<file path="config.mk">
export PLATFORM = sky130hd
export DESIGN_NAME = clock_edit_controller_flat
export DESIGN_NICKNAME = d
export VERILOG_FILES = /design/src/rtl/clock_edit_controller_pkg.sv /design/src/rtl/clock_edit_controller_if.sv /design/src/rtl/clock_edit_controller_timer.sv /design/src/rtl/clock_edit_controller.sv /design/src/flat_wrapper.sv
export SDC_FILE = /design/constraint.sdc
export NUM_CORES = 1
export LEC_CHECK = 0
export BUFFER_PORTS_ARGS = -buffer_cell sky130_fd_sc_hd__buf_2
export CORE_MARGIN = 8
export CORE_UTILIZATION = 62
export CTS_BUF_LIST = sky130_fd_sc_hd__clkbuf_2
export DETAILED_ROUTE_END_ITERATION = 6
export GPL_TIMING_DRIVEN = 0
export HOLD_SLACK_MARGIN = 0.06
export PLACE_DENSITY = 0.85
export REMOVE_ABC_BUFFERS = 1
export SLEW_MARGIN = 20
export SYNTH_ARGS = -nofsm -noshare
export SYNTH_HDL_FRONTEND = slang
export SYNTH_SLANG_ARGS = --single-unit
</file>
<file path="constraint.sdc">
create_clock -name CLOCK_50 -period 3.5 [get_ports CLOCK_50]
set_input_delay 0 -clock CLOCK_50 [delete_from_list [all_inputs] [get_ports CLOCK_50]]
set_output_delay 0 -clock CLOCK_50 [all_outputs]
set_load 0.01 [all_outputs]
</file>
<file path="src/rtl/clock_edit_controller_pkg.sv">
// Shared types and constants for the clock UI edit controller.
// Holds the edit FSM states, view/field codes and per-field blink masks.
package clock_ui_pkg;

    typedef enum logic [1:0] {
        VIEW    = 2'd0,
        EDIT_F0 = 2'd1,
        EDIT_F1 = 2'd2,
        EDIT_F2 = 2'd3
    } ui_state_t;

    localparam logic [1:0] VIEW_TIME  = 2'd0;
    localparam logic [1:0] VIEW_DATE  = 2'd1;
    localparam logic [1:0] VIEW_ALARM = 2'd2;

    localparam logic [1:0] FIELD_HI   = 2'd0;
    localparam logic [1:0] FIELD_MID  = 2'd1;
    localparam logic [1:0] FIELD_LO   = 2'd2;
    localparam logic [1:0] FIELD_NONE = 2'd3;

    localparam logic [7:0] MASK_HI  = 8'h30;
    localparam logic [7:0] MASK_MID = 8'h0C;
    localparam logic [7:0] MASK_LO  = 8'h03;

    function automatic logic [1:0] field_of(ui_state_t s);
        case (s)
            EDIT_F0: return FIELD_HI;
            EDIT_F1: return FIELD_MID;
            EDIT_F2: return FIELD_LO;
            default: return FIELD_NONE;
        endcase
    endfunction

    function automatic logic [7:0] mask_of(logic [1:0] f);
        case (f)
            FIELD_HI:  return MASK_HI;
            FIELD_MID: return MASK_MID;
            FIELD_LO:  return MASK_LO;
            default:   return 8'h00;
        endcase
    endfunction

endpackage

</file>
<file path="src/rtl/clock_edit_controller_if.sv">
// Button/switch inputs and strobe/display outputs of the edit controller.
// EDIT_AUTOREPEAT_EN adds the held-key level inputs.
interface clock_edit_controller_if;
    logic       btn_mode;
    logic       btn_next;
    logic       btn_inc;
    logic       btn_dec;
    logic       sw_edit_en;
`ifdef EDIT_AUTOREPEAT_EN
    logic       key_inc_held;
    logic       key_dec_held;
`endif
    logic [1:0] view_mode;
    logic [2:0] led_view;
    logic       edit_active;
    logic [1:0] field_sel;
    logic       inc_pulse;
    logic       dec_pulse;
    logic       commit_pulse;
    logic       cancel_pulse;
    logic [7:0] blink_mask;

    modport master (
`ifdef EDIT_AUTOREPEAT_EN
        output key_inc_held, key_dec_held,
`endif
        output btn_mode, btn_next, btn_inc, btn_dec, sw_edit_en,
        input  view_mode, led_view, edit_active, field_sel,
        input  inc_pulse, dec_pulse, commit_pulse, cancel_pulse,
        input  blink_mask
    );

    modport slave (
`ifdef EDIT_AUTOREPEAT_EN
        input  key_inc_held, key_dec_held,
`endif
        input  btn_mode, btn_next, btn_inc, btn_dec, sw_edit_en,
        output view_mode, led_view, edit_active, field_sel,
        output inc_pulse, dec_pulse, commit_pulse, cancel_pulse,
        output blink_mask
    );
endinterface

</file>
<file path="src/rtl/clock_edit_controller_timer.sv">
// Wrap counter 0..N-1 with synchronous clear; phase toggles on each wrap.
// Used for the digit blink and for the autorepeat cadence.
module ui_blink_timer #(
    parameter int N = 4
) (
    input  logic clk,
    input  logic rst,
    input  logic clr,
    output logic phase
);
    localparam int W = (N > 1) ? $clog2(N) : 1;

    logic [W-1:0] cnt;

    // count up, wrap at N-1 and flip the phase
    always_ff @(posedge clk) begin
        if (rst || clr) begin
            cnt   <= '0;
            phase <= 1'b0;
        end else if (cnt == W'(N - 1)) begin
            cnt   <= '0;
            phase <= ~phase;
        end else begin
            cnt <= cnt + W'(1);
        end
    end
endmodule

</file>
<file path="src/rtl/clock_edit_controller.sv">
// Clock UI sequencer: view select, field edit FSM, strobes and blink mask.
// Optional EDIT_AUTOREPEAT_EN: held inc/dec keys generate repeat strobes.
module clock_edit_controller
    import clock_ui_pkg::*;
#(
    parameter int BLINK_HALF  = 25_000_000,
    parameter int TIMEOUT_CYC = 500_000_000
) (
    input  logic CLOCK_50,
    input  logic RESET,
    clock_edit_controller_if.slave ui
);
    localparam int TW = $clog2(TIMEOUT_CYC);

    ui_state_t  state, n_state;
    logic [1:0] view, n_view;
    logic       n_inc, n_dec, n_commit, n_cancel, tclr;
    logic [TW-1:0] tcnt;
    logic       blk_clr, phase;
    logic       rep_fire, rep_up, rep_hold;

`ifdef EDIT_AUTOREPEAT_EN
    localparam int REP_Q = (BLINK_HALF / 4 > 0) ? BLINK_HALF / 4 : 1;

    logic       rep_phase, rep_phase_q, rep_tick;
    logic [1:0] rep_cnt;

    assign rep_up   = ui.key_inc_held && !ui.key_dec_held;
    assign rep_hold = (state != VIEW) && (ui.key_inc_held ^ ui.key_dec_held);
    assign rep_tick = rep_hold && (rep_phase != rep_phase_q);
    assign rep_fire = rep_tick && (rep_cnt == 2'd3);

    ui_blink_timer #(.N(REP_Q)) u_rep (
        .clk   (CLOCK_50),
        .rst   (RESET),
        .clr   (!rep_hold),
        .phase (rep_phase)
    );

    // first repeat after four quarter-periods, then one per quarter
    always_ff @(posedge CLOCK_50) begin
        if (RESET || !rep_hold) begin
            rep_cnt     <= 2'd0;
            rep_phase_q <= 1'b0;
        end else begin
            rep_phase_q <= rep_phase;
            if (rep_tick && rep_cnt != 2'd3) rep_cnt <= rep_cnt + 2'd1;
        end
    end
`else
    assign rep_up   = 1'b0;
    assign rep_hold = 1'b0;
    assign rep_fire = 1'b0;
`endif

    // next state, view and strobes with mode > next > inc/dec priority
    always_comb begin
        n_state  = state;
        n_view   = view;
        n_inc    = 1'b0;
        n_dec    = 1'b0;
        n_commit = 1'b0;
        n_cancel = 1'b0;
        tclr     = 1'b0;
        if (state == VIEW) begin
            if (ui.btn_mode)
                n_view = (view == VIEW_ALARM) ? VIEW_TIME : view + 2'd1;
            else if (ui.btn_next && ui.sw_edit_en)
                n_state = EDIT_F0;
        end else if (!ui.sw_edit_en || ui.btn_mode) begin
            n_cancel = 1'b1;
            n_state  = VIEW;
        end else if (ui.btn_next) begin
            tclr = 1'b1;
            case (state)
                EDIT_F0: n_state = EDIT_F1;
                EDIT_F1: n_state = EDIT_F2;
                default: begin
                    n_commit = 1'b1;
                    n_state  = VIEW;
                end
            endcase
        end else if (ui.btn_inc || ui.btn_dec) begin
            tclr  = 1'b1;
            n_inc = ui.btn_inc && !ui.btn_dec;
            n_dec = ui.btn_dec && !ui.btn_inc;
        end else if (rep_fire) begin
            tclr  = 1'b1;
            n_inc = rep_up;
            n_dec = !rep_up;
        end else if (tcnt == TW'(TIMEOUT_CYC - 1)) begin
            n_cancel = 1'b1;
            n_state  = VIEW;
        end
    end

    assign blk_clr = (n_state != state) || (n_state == VIEW) || rep_hold;

    ui_blink_timer #(.N(BLINK_HALF)) u_blink (
        .clk   (CLOCK_50),
        .rst   (RESET),
        .clr   (blk_clr),
        .phase (phase)
    );

    // state, view, strobes and idle timeout register
    always_ff @(posedge CLOCK_50) begin
        if (RESET) begin
            state           <= VIEW;
            view            <= VIEW_TIME;
            ui.led_view     <= 3'b001;
            ui.inc_pulse    <= 1'b0;
            ui.dec_pulse    <= 1'b0;
            ui.commit_pulse <= 1'b0;
            ui.cancel_pulse <= 1'b0;
            tcnt            <= '0;
        end else begin
            state           <= n_state;
            view            <= n_view;
            ui.led_view     <= 3'b001 << n_view;
            ui.inc_pulse    <= n_inc;
            ui.dec_pulse    <= n_dec;
            ui.commit_pulse <= n_commit;
            ui.cancel_pulse <= n_cancel;
            if (tclr || n_state != state || n_state == VIEW)
                tcnt <= '0;
            else
                tcnt <= tcnt + TW'(1);
        end
    end

    assign ui.view_mode   = view;
    assign ui.edit_active = (state != VIEW);
    assign ui.field_sel   = field_of(state);
    assign ui.blink_mask  = phase ? mask_of(field_of(state)) : 8'h00;
endmodule

</file>
<file path="src/flat_wrapper.sv">
// flat-port wrapper written by rule: the top's interface ports become plain ports
module clock_edit_controller_flat import clock_ui_pkg::*;
#(
    parameter int BLINK_HALF  = 25_000_000,
    parameter int TIMEOUT_CYC = 500_000_000
)
  (CLOCK_50, RESET, ui_btn_mode, ui_btn_next, ui_btn_inc, ui_btn_dec, ui_sw_edit_en, ui_view_mode, ui_led_view, ui_edit_active, ui_field_sel, ui_inc_pulse, ui_dec_pulse, ui_commit_pulse, ui_cancel_pulse, ui_blink_mask);
  clock_edit_controller_if ui_i ();
  input  logic CLOCK_50;
  input  logic RESET;
  input wire logic [$bits(ui_i.btn_mode)-1:0] ui_btn_mode;
  input wire logic [$bits(ui_i.btn_next)-1:0] ui_btn_next;
  input wire logic [$bits(ui_i.btn_inc)-1:0] ui_btn_inc;
  input wire logic [$bits(ui_i.btn_dec)-1:0] ui_btn_dec;
  input wire logic [$bits(ui_i.sw_edit_en)-1:0] ui_sw_edit_en;
  output wire logic [$bits(ui_i.view_mode)-1:0] ui_view_mode;
  output wire logic [$bits(ui_i.led_view)-1:0] ui_led_view;
  output wire logic [$bits(ui_i.edit_active)-1:0] ui_edit_active;
  output wire logic [$bits(ui_i.field_sel)-1:0] ui_field_sel;
  output wire logic [$bits(ui_i.inc_pulse)-1:0] ui_inc_pulse;
  output wire logic [$bits(ui_i.dec_pulse)-1:0] ui_dec_pulse;
  output wire logic [$bits(ui_i.commit_pulse)-1:0] ui_commit_pulse;
  output wire logic [$bits(ui_i.cancel_pulse)-1:0] ui_cancel_pulse;
  output wire logic [$bits(ui_i.blink_mask)-1:0] ui_blink_mask;
  assign ui_i.btn_mode = ui_btn_mode;
  assign ui_i.btn_next = ui_btn_next;
  assign ui_i.btn_inc = ui_btn_inc;
  assign ui_i.btn_dec = ui_btn_dec;
  assign ui_i.sw_edit_en = ui_sw_edit_en;
  assign ui_view_mode = ui_i.view_mode;
  assign ui_led_view = ui_i.led_view;
  assign ui_edit_active = ui_i.edit_active;
  assign ui_field_sel = ui_i.field_sel;
  assign ui_inc_pulse = ui_i.inc_pulse;
  assign ui_dec_pulse = ui_i.dec_pulse;
  assign ui_commit_pulse = ui_i.commit_pulse;
  assign ui_cancel_pulse = ui_i.cancel_pulse;
  assign ui_blink_mask = ui_i.blink_mask;
  clock_edit_controller #(.BLINK_HALF(BLINK_HALF), .TIMEOUT_CYC(TIMEOUT_CYC)) u_core (.CLOCK_50(CLOCK_50), .RESET(RESET), .ui(ui_i));
endmodule
</file>
==> reports/metrics.csv <==
metric;value;unit
p_seq_frac;0.538;
netlist_top_cells_count;66 x dfxtp_1, 33 x nor3_1, 32 x nor2_1;
yosysWarnings;0;
maxSlewViolCount;0;
first_pass_iters;4;
vias;2556;
r2r_slack;480;ps
met1_length;2960;um
wl_met2;3290;um
max_freq;331;MHz
final-hold-violation-count;0;
ir_worst_vdd;0.000201;V
crit_required;3860;ps
path_common_cell;nor3b_1;
ctsLongestPathBuffers;2;
rsz0062_at_grt;no;
p_total;1.42;mW
crit_path_end;u_core.tcnt[1];
wl_met3;305;um
arrival;3380;ps
synth-seq-cells;66;
drc;0;
synth_flop_cell;dfxtp_1;
design_area;3670;um2
syn_to_final_growth;11.1;%
grt_pass1_wl;11300;um
clock_latency;510;ps
fin_crit;3020;ps
critPathLaunch;u_core.state[0];
synth_cell_type_count;44;
cp-start-kind;flop;
syn_inst;362;
gp_congestion;0.826;
clkPwrFrac;0.406;
reg2reg_from;u_core.state[0];
initial_core_util;0.644;
comb_power_share;0.056;
cts_buffers;9;
cp.depth;10;
cts_setup_buffers;0;
maxSlewHeadroom;0.480;
tightest_slew;773;ps
syn_avg_cell_area;9.14;um2
post-synth-top-area-cell;dfxtp_1;
rows;26;
fp.dieH;89.0;um
h-tree-depth;3;
cellPowerDensity;388;nW/um2
end_kind;flop;
layout.nets;406;
hpwlAfterDp;4570;um
dieArea;7930;um2
boundaryPins;27;
total_leakage_power;1.23;nW
synth_edf_count;0;
gr-usage-all-layers;0.182;
drt-vias-per-instance;5.47;
core_area;5140;um2
reg2reg_depth;10;
gr-total-overflow;0;
cpMaxStageDelayCell;a32oi_4;
crit_type;flop to flop;
critPathMaxFanout;19;
clock-sinks;66;
wl_per_cell;14.3;um
antenna_found_initial;0;
outcome;complete, no violations;
netlist.area_leader.share;0.399;
cts-resized-gates;0;
p_int;1.10;mW
syn_area;3310;um2
ys_seq_area_frac;0.399;
synth.most_common_cell;dfxtp_1;
antennaDiodeCount;0;
portBuffers;24;
hold_class;primary input to flop;
grt_max_degree;30;
grt_pass1_vias;2555;
p_sw_frac;0.229;
synthArstFlopShare;0;
clk_pin_slew_worst_paths;180;ps
dr.first_iter.drc_count;124;
fin_crit_sh;0.863;
drive_above_1_share;0.191;
path_delay_family;compound AO/OA/AOI/OAI gates;
path_cells;inv_1, ha_1, nor3b_1, o21ai_0, a31oi_1, mux2i_1, a32oi_4, buf_8, buf_16, nor3b_1;
root_buffer;clkbuf_2;
postLayoutCoreUtil;0.715;
skew;28.4;ps
critical_path.max_stage_delay;570;ps
place_area;3420;um2
worstPathBufferInverterCount;3;
cts_tree;yes;
wl;6690;um
maxCapViolCount;0;
fp.dieW;89.0;um
drtAntennaViolNets;0;
setup_violations;0;
top_layer;met4;
synth.area.top_cells;dfxtp_1 40%, xor2_1 7.4%, xnor2_1 6.4%;
reg2reg_to;u_core.tcnt[1];
switching_power;0.326;mW
## flip-flops by register name, summed over array words and instances (netlist names)
name	flops
u_core.ui.cancel_pulse	1
u_core.state	2
u_core.ui.inc_pulse	1
u_core.ui.commit_pulse	1
u_core.ui.view_mode	2
u_core.ui.dec_pulse	1
u_core.tcnt	29
u_core.u_blink.cnt	25
u_core.u_blink.phase	1
u_core.ui.led_view	3
## through the flow
step,setup TNS [ps],setup slack (ps),std cells,hold WS [ps]
2_1_floorplan,0,562,344,69.1
3_3_place_gp,-10.6,-10.6,438,257
3_5_place_dp,0,542,441,269
4_1_cts,0,472,467,283
5_1_grt,0,262,467,293
6_report,0,478,467,300
## worst min path at each step
stage	slack, ps	start	depth (start not counted)	to
after floorplan	70	RESET	1	u_core.ui.led_view[2]
after global placement	260	ui_btn_inc	2	u_core.ui.inc_pulse
after detailed placement	270	ui_btn_inc	2	u_core.ui.inc_pulse
after CTS	280	RESET	3	u_core.ui.cancel_pulse
after global routing	290	RESET	3	u_core.ui.cancel_pulse
final	300	RESET	3	u_core.ui.led_view[1]
## worst reg2reg max path: stages, from the launching register on
cell and delay, ps:
dfxtp_1 520, inv_1 150, ha_1 330, nor3b_1 290, o21ai_0 150, a31oi_1 240
mux2i_1 160, a32oi_4 570, buf_8 240, buf_16 160, nor3b_1 70
## cell families after synthesis
group | synth area share
AO/OA/AOI/OAI | 0.0310
XOR/XNOR | 0.138
adder cells (fa/ha/maj) | 0.0265
buffers and inverters | 0.0594
flip-flops | 0.399
multiplexers | 0.00303
other | 0.00113
AND/OR/NAND/NOR | 0.342
## cell usage in the layout, fill, tap and decap left out, types with 11 or more instances in the layout
cell type   n
dfxtp_1    66
nor3_1     33
nor2_1     32
xor2_1     28
nand2_1    27
xnor2_1    24
buf_2      24
nand3_1    21
nor3_2     20
and3_1     11
nand4_1    11
## cell type report
cell class | count | area (um2)
clock inverters | 6 | 105
well taps | 70 | 87.6
repair buffers | 37 | 278
multi-input cells | 268 | 1800
flip-flops and latches | 66 | 1320
inverters | 10 | 37.5
clock buffers | 10 | 50.0
fillers | 402 | 1470
## per-layer routing
metal | global-route usage | vias up
met2 | 0.314 | 45
li1 | - | 1301
met3 | 0.0515 | 12
met5 | 0 | -
met4 | 0.0891 | 0
met1 | 0.202 | 1198
## power by group through the flow
stage | clock, mW | sequential, mW | combinational (mW)
2_1_floorplan | 0 | 0.785 | 0.0382
3_3_place_gp | 0 | 0.782 | 0.0652
3_5_place_dp | 0 | 0.783 | 0.0702
4_1_cts | 0.582 | 0.767 | 0.0782
5_1_grt | 0.622 | 0.769 | 0.0879
6_report | 0.578 | 0.767 | 0.0795
## repair_timing
| action | CTS | global route |
|---|---|---|
| endpoints found under the hold margin | 11 | 0 |
| setup endpoints to repair | 0 | 0 |
| hold buffers | 10 | 0 |
Power figures use the tool's default switching activity.
